$ cat config.mk
export PLATFORM = sky130hd
export DESIGN_NAME = seq_detector_param
export DESIGN_NICKNAME = d
export VERILOG_FILES = /design/src/rtl/seq_detector_param.sv
export SDC_FILE = /design/constraint.sdc
export NUM_CORES = 1
export LEC_CHECK = 0
export ABC_AREA = 1
export BUFFER_PORTS_ARGS = -buffer_cell sky130_fd_sc_hd__buf_2
export CORE_MARGIN = 8
export CORE_UTILIZATION = 47
export DETAILED_ROUTE_END_ITERATION = 10
export GPL_ROUTABILITY_DRIVEN = 0
export GPL_TIMING_DRIVEN = 0
export PLACE_DENSITY = 0.81
export SYNTH_ARGS = -nofsm -noshare
export SYNTH_HDL_FRONTEND = slang
export SYNTH_SLANG_ARGS = --single-unit
$ cat constraint.sdc
create_clock -name clk -period 1.4 [get_ports clk]
set_input_delay 0 -clock clk [delete_from_list [all_inputs] [get_ports clk]]
set_output_delay 0 -clock clk [all_outputs]
set_load 0.1 [all_outputs]
$ cat src/rtl/seq_detector_param.sv
// Serial pattern detector: runtime-loadable PAT_W-bit pattern, overlap/non-overlap modes, saturating match count.
// q_out is combinational from the completing d_in (0 cycles); match_cnt updates 1 cycle later; en stalls the stream.
module seq_detector_param #(
  parameter int                 PAT_W           = 3,
  parameter int                 CNT_W           = 8,
  parameter logic [PAT_W-1:0]   DEFAULT_PATTERN = 3'b101,
  parameter logic               DEFAULT_OVERLAP = 1'b1
) (
  input  logic             clk,
  input  logic             reset_n,
  input  logic             en,
  input  logic             d_in,
  input  logic             cfg_load,
  input  logic [PAT_W-1:0] cfg_pattern,
  input  logic             cfg_overlap,
  input  logic             cnt_clr,
  output logic             q_out,
  output logic [CNT_W-1:0] match_cnt
);

  localparam int             FW       = $clog2(PAT_W);
  localparam logic [FW-1:0]  FILL_MAX = FW'(PAT_W - 1);
  localparam logic [CNT_W-1:0] CNT_MAX = '1;

  logic [PAT_W-1:0] r_pat;
  logic             r_mode;
  logic [PAT_W-2:0] r_hist;
  logic [FW-1:0]    r_fill;
  logic [CNT_W-1:0] r_cnt;

  logic [PAT_W-1:0] w_window;
  logic             w_match;

  // Oldest stored bit sits in the MSB so the window lines up with the pattern's first-received bit.
  assign w_window = {r_hist, d_in};
  assign w_match  = en & ~cfg_load & (r_fill == FILL_MAX) & (w_window == r_pat);
  assign q_out     = w_match;
  assign match_cnt = r_cnt;

  always_ff @(posedge clk or negedge reset_n) begin
    if (!reset_n) begin
      r_pat  <= DEFAULT_PATTERN;
      r_mode <= DEFAULT_OVERLAP;
      r_hist <= '0;
      r_fill <= '0;
    end else if (cfg_load) begin
      r_pat  <= cfg_pattern;
      r_mode <= cfg_overlap;
      r_hist <= '0;
      r_fill <= '0;
    end else if (en) begin
      if (w_match && !r_mode) begin
        // Non-overlapping: matched bits are consumed and cannot seed the next match.
        r_hist <= '0;
        r_fill <= '0;
      end else begin
        r_hist <= w_window[PAT_W-2:0];
        if (r_fill != FILL_MAX) r_fill <= r_fill + 1'b1;
      end
    end
  end

  always_ff @(posedge clk or negedge reset_n) begin
    if (!reset_n) begin
      r_cnt <= '0;
    end else if (cnt_clr) begin
      r_cnt <= '0;
    end else if (w_match && (r_cnt != CNT_MAX)) begin
      r_cnt <= r_cnt + 1'b1;
    end
  end

endmodule

Word level (Yosys, flattened, before mapping)
Index checks and enable logic that the tools add are counted.

$add $sub $neg: 2. Multipliers: 0. Divide/modulo/power cells: 0. $lt $le $gt $ge: 0. Equality and inequality tests: 4. Shift-type cells: 0. Muxes and demuxes: 9. Bitwise gates (word level): 4. Reductions and logical operators: 7.

Operator list (count): 2-to-1 mux 8 bit (2); 2-to-1 mux 2 bit (7); adder 8 x 1 -> 8 bit, second input constant (1); inequality test 8 bit, second input constant (1); nonzero test 2 bit (2); bitwise AND 1 bit (3); == test 3 bit (1); nonzero test 3 bit (1); adder 2 x 1 -> 2 bit, second input constant (1); == test 2 bit, second input constant (1); logical AND 1 bit (2); inequality test 2 bit, second input constant (1); AND reduction 2 bit (1); logical NOT 1 bit (1); NOT 1 bit (1).

Flip-flop bits (word level): 16. Latch bits: 0. Bits in writable memories: 0. Bits in read-only memories: 0. Bits of input ports: 10. Output and inout bits: 9. Logic and storage cells: 31. Memories kept: 0.

Longest topological paths before layout
Depth in word-level cells: 8. Depth in mapped cells: 11. Depth with buffers taken out: 10.

Worst setup path after synthesis
OpenSTA, ideal clock, no wires.

Kind: flip-flop to flip-flop. Start point: register r_cnt[0] (netlist: match_cnt[0]). End point: register r_cnt[1] (netlist: match_cnt[1]). Setup time: 74 ps. Arrival: 2128 ps. Required time: 1326 ps. Slack: -802 ps. Cell stages (with the launch flop): 11. Path buffers: 1. Period minus slack after synthesis: 2202 ps. Path through: dfrtp_1 -> ha_1 -> nand2_1 -> inv_1 -> nand2_1 -> nor3_2 -> nand2_1 -> nand2_2 -> buf_6 -> nand3_1 -> o21ai_2.

Longest elaborated chain between the ends: 3. Elaborated cells between the ends (all ways): 6. Classes of those cells: 1 x add/sub; 1 x eq/ne; 2 x mux; 2 x reduce/logical.

RTL lines: from (decl) (RTL line 29) `logic [CNT_W-1:0] r_cnt;`; from (signal assigned) (RTL line 69) `r_cnt <= r_cnt + 1'b1;`; adder 8 x 1 -> 8 bit / inequality test 8 bit (equally long branches) (RTL line 69, 68); 2-to-1 mux 8 bit / logical AND 1 bit (equally long branches) (RTL line 68) `end else if (w_match && (r_cnt != CNT_MAX)) begin`; 2-to-1 mux 8 bit / nonzero test 2 bit (equally long branches).

Several ways; a longest one is shown, not always the timed one. The select of a mux whose other input is x is not followed. A chain may end at the register's enable or synchronous reset.

Final worst setup path
Start point: register r_pat[2]. End point: output q_out.

Longest elaborated chain between the ends: 2.

RTL lines: from (decl) (RTL line 25) `logic [PAT_W-1:0] r_pat;`; from (signal assigned) (RTL line 47) `r_pat <= cfg_pattern;`; == test 3 bit (RTL line 36) `assign w_match = en & ~cfg_load & (r_fill == FILL_MAX) & (w_window == r_pat);`; bitwise AND 1 bit (RTL line 36); to (decl) (RTL line 17) `output logic q_out,`.

Every way passes these cells.

==> reports/qor.txt <==
Outcome = finished with violations
Violated checks = setup timing
Worst slew pin tran = 0.488 ns
Yosys warns = 0
DIE AREA = 3700 um2
Largest family of logic cells by synthesized area = simple AND/OR/NAND/NOR gates
Compound-gate portion of the synthesized area = 3.58%
#FFs+latches synth = 16
Pint = 0.809 mW
Max-slew violation count = 0
Most common cell after layout, fill and taps aside = nand2_1
Worst Setup End Kind = output port
Fin cells = 190
H-tree depth = 1
DRT Wirelength = 2.26 mm
Bufs on Longest Clock Path = 2
Post-Synthesis Net Count = 140
Netlist Area Pre-Place = 945 um2
Total clock sinks = 16
Clk pwr share = 26.6%
Via/cell ratio = 5.01
Congestion Overflow GR = 0
Global-route wire length before repair = 3.65 mm
Core area = 1920 um2
Synth unique cells = 21
Largest net degree at the start of global routing = 17
Worst-path fanout max = 2
Post-synthesis sequential area ratio = 42.8%
CTS tree = yes
Die Height = 60.8 um
DRC = 0
Port buffer count = 17
DP Cell Count = 172
Synth Area in Simple Gates = 37.0%
Share of power burned in registers = 45.3%
Fin crit period = 1.46 ns
Worst-path clk slew = 0.10 ns
Total GRT Usage = 12.9%
FF-to-FF Start = r_pat[2]
Comb pwr share = 28.1%
Fin nets = 176
Syn Inst Count = 128
Synth Area in XOR/XNOR = 2.78%
Min setup slack post-route = -0.0589 ns
Leak = 0.685 nW
Worst path required time = 1.40 ns
Vias in the first global route = 911
Area Growth Syn to Fin = 43.3%
Antenna viol nets, final = 0
Sw power = 0.389 mW
Starting density of the core = 49.2%
Layout cells sized above 1 = 40.5%
Commonest cells after routing, fill and taps aside = 41 x nand2_1, 16 x buf_2, 11 x inv_1
Multiplexer area fraction after synthesis = 0%
WL per Instance = 11.9 um
Worst rel slew slack = 67.7%
Final setup fails = 8
Fillers = 166
Clk_lat worst skew = 0.29 ns
CTS Root Buffer Type = clkbuf_4
Final hold violation count = 0
Initial antenna violation count = 0
Flop-to-flop setup slack = -0.02 ns
RSZ-0062 raised after global routing = true
Synth area leader = dfrtp_1
IO Pins = 19
Setup CP Type = reg2out
TritonCTS Buffers = 3
Synthesized area per cell = 7.38 um2
DRT iter0 DRCs = 42
Crit path from = r_pat[2]
Num rows = 16
Total power = 1.20 mW
Hold Crit Class = in2reg
Crit path DAT = 1.46 ns
Sw frac = 32.5%
Post-Synth Adder-Cell Area = 2.65%
Post-DP HPWL = 1.52 mm
Synth top area cells = dfrtp_1 34%, nand2_1 19%, dfstp_2 8.3%, nand3_1 6.4%, inv_1 6.0%
Skew final = 0.00496 ns
Worst ir drop on vdd = 807 uV
Cell Pwr Density = 885 nW/um2
Drt pass-1 iters = 4
N_diodes = 0
Die width = 60.8 um
Fmax = 685 MHz
Post-synth top area share = 34.4%
Period utilization = 104%
Hold path start = en
Crit start category = register
Max-cap violation count = 0
Routed vias = 952
==> power groups by stage <==
| stage | registers [mW] | clock network [mW] | logic, mW |
|---|---|---|---|
| finish | 0.543 | 0.319 | 0.337 |
| CTS | 0.542 | 0.324 | 0.316 |
| global placement | 0.545 | 0 | 0.219 |
| global route | 0.548 | 0.342 | 0.381 |
| detailed placement | 0.547 | 0 | 0.240 |
| floorplan | 0.572 | 0 | 0.143 |
==> through the flow <==
step                      area (um2)  worst slack (ns)  setup TNS, ns  utilization [%]  hold WS [ns]
after floorplan                  971            -0.306          -2.35                -        -0.296
after global placement          1090           -0.0921         -0.541             56.7       -0.0626
after detailed placement        1090            -0.116         -0.785             56.7       -0.0595
after CTS                       1290           -0.0384         -0.258             67.1        0.0120
after global routing            1350            -0.132          -1.16             70.4        0.0479
final                           1350           -0.0589         -0.159             70.4        0.0246
==> final timing paths <==
check | cells after the start | to
max | 7 | q_out
min | 3 | r_hist[1]
max reg2reg | 10 | match_cnt[0]
min reg2reg | 2 | r_pat[2]
max in group asynchronous | 2 | r_pat[2]
min in group asynchronous | 2 | match_cnt[4]
==> kinds of logic (layout without fill, tap and decap cells) <==
family / count (synthesis) / after routing
XOR/XNOR: 3 / 3
AND/OR/NAND/NOR: 80 / 80
adder cells (fa/ha/maj): 2 / 2
buffers and inverters: 21 / 56
flip-flops: 16 / 16
AO/OA/AOI/OAI: 6 / 6
==> layout make-up <==
class	instances	area [um2]	share of cell area, %
multi-input combinational	91	523	38.6
clock buffer	4	36.3	2.68
inverter	18	80.1	5.91
timing repair buffer	31	233	17.2
tap	27	33.8	2.50
sequential	16	418	30.9
buffer	3	30.0	2.22
==> worst max-delay path, cell delays in order (launching register included) <==
cell and delay, ns:
dfstp_2 0.55, inv_2 0.04, nand2_1 0.07, nand2_2 0.07, nor2_4 0.12, nand2_2 0.09
clkinv_4 0.07, buf_12 0.16
==> layer usage <==
layer,track usage [%],wire length (um),share of wire (%),vias to the layer above
met3,2.75,150,6.6,2
li1,-,-,-,469
met4,5.98,10,0.44,0
met1,13.2,931,41,453
met5,0,0,0,-
met2,24.3,1170,52,28
==> cell usage after synthesis <==
cell type	count
inv_4	1
nor3_2	1
nand4_1	3
inv_1	15
nand3_2	2
dfstp_2	3
nand2_2	1
o21ai_2	1
inv_6	1
dfrtp_1	13
ha_1	2
clkbuf_4	1
nand2_1	48
nor2_2	1
buf_6	2
clkinv_2	1
nand3_1	12
nor2_1	10
xor2_1	3
nor3_1	2
o21ai_0	5
==> what timing repair did <==
action / CTS / global route
buffers inserted: 4 / 1
endpoints found under the hold margin: 21 / 0
gates resized for setup: 16 / 14
gates cloned: 1 / 0
hold buffers: 8 / 0
pin swaps: 3 / 6
endpoints found under the setup margin: 12 / 13
==> flip-flops by register name (all words and copies together) (netlist names) <==
register and count:
match_cnt 8, r_fill 2, r_hist 2, r_mode 1, r_pat 3
(Power assumes the default switching activity.)
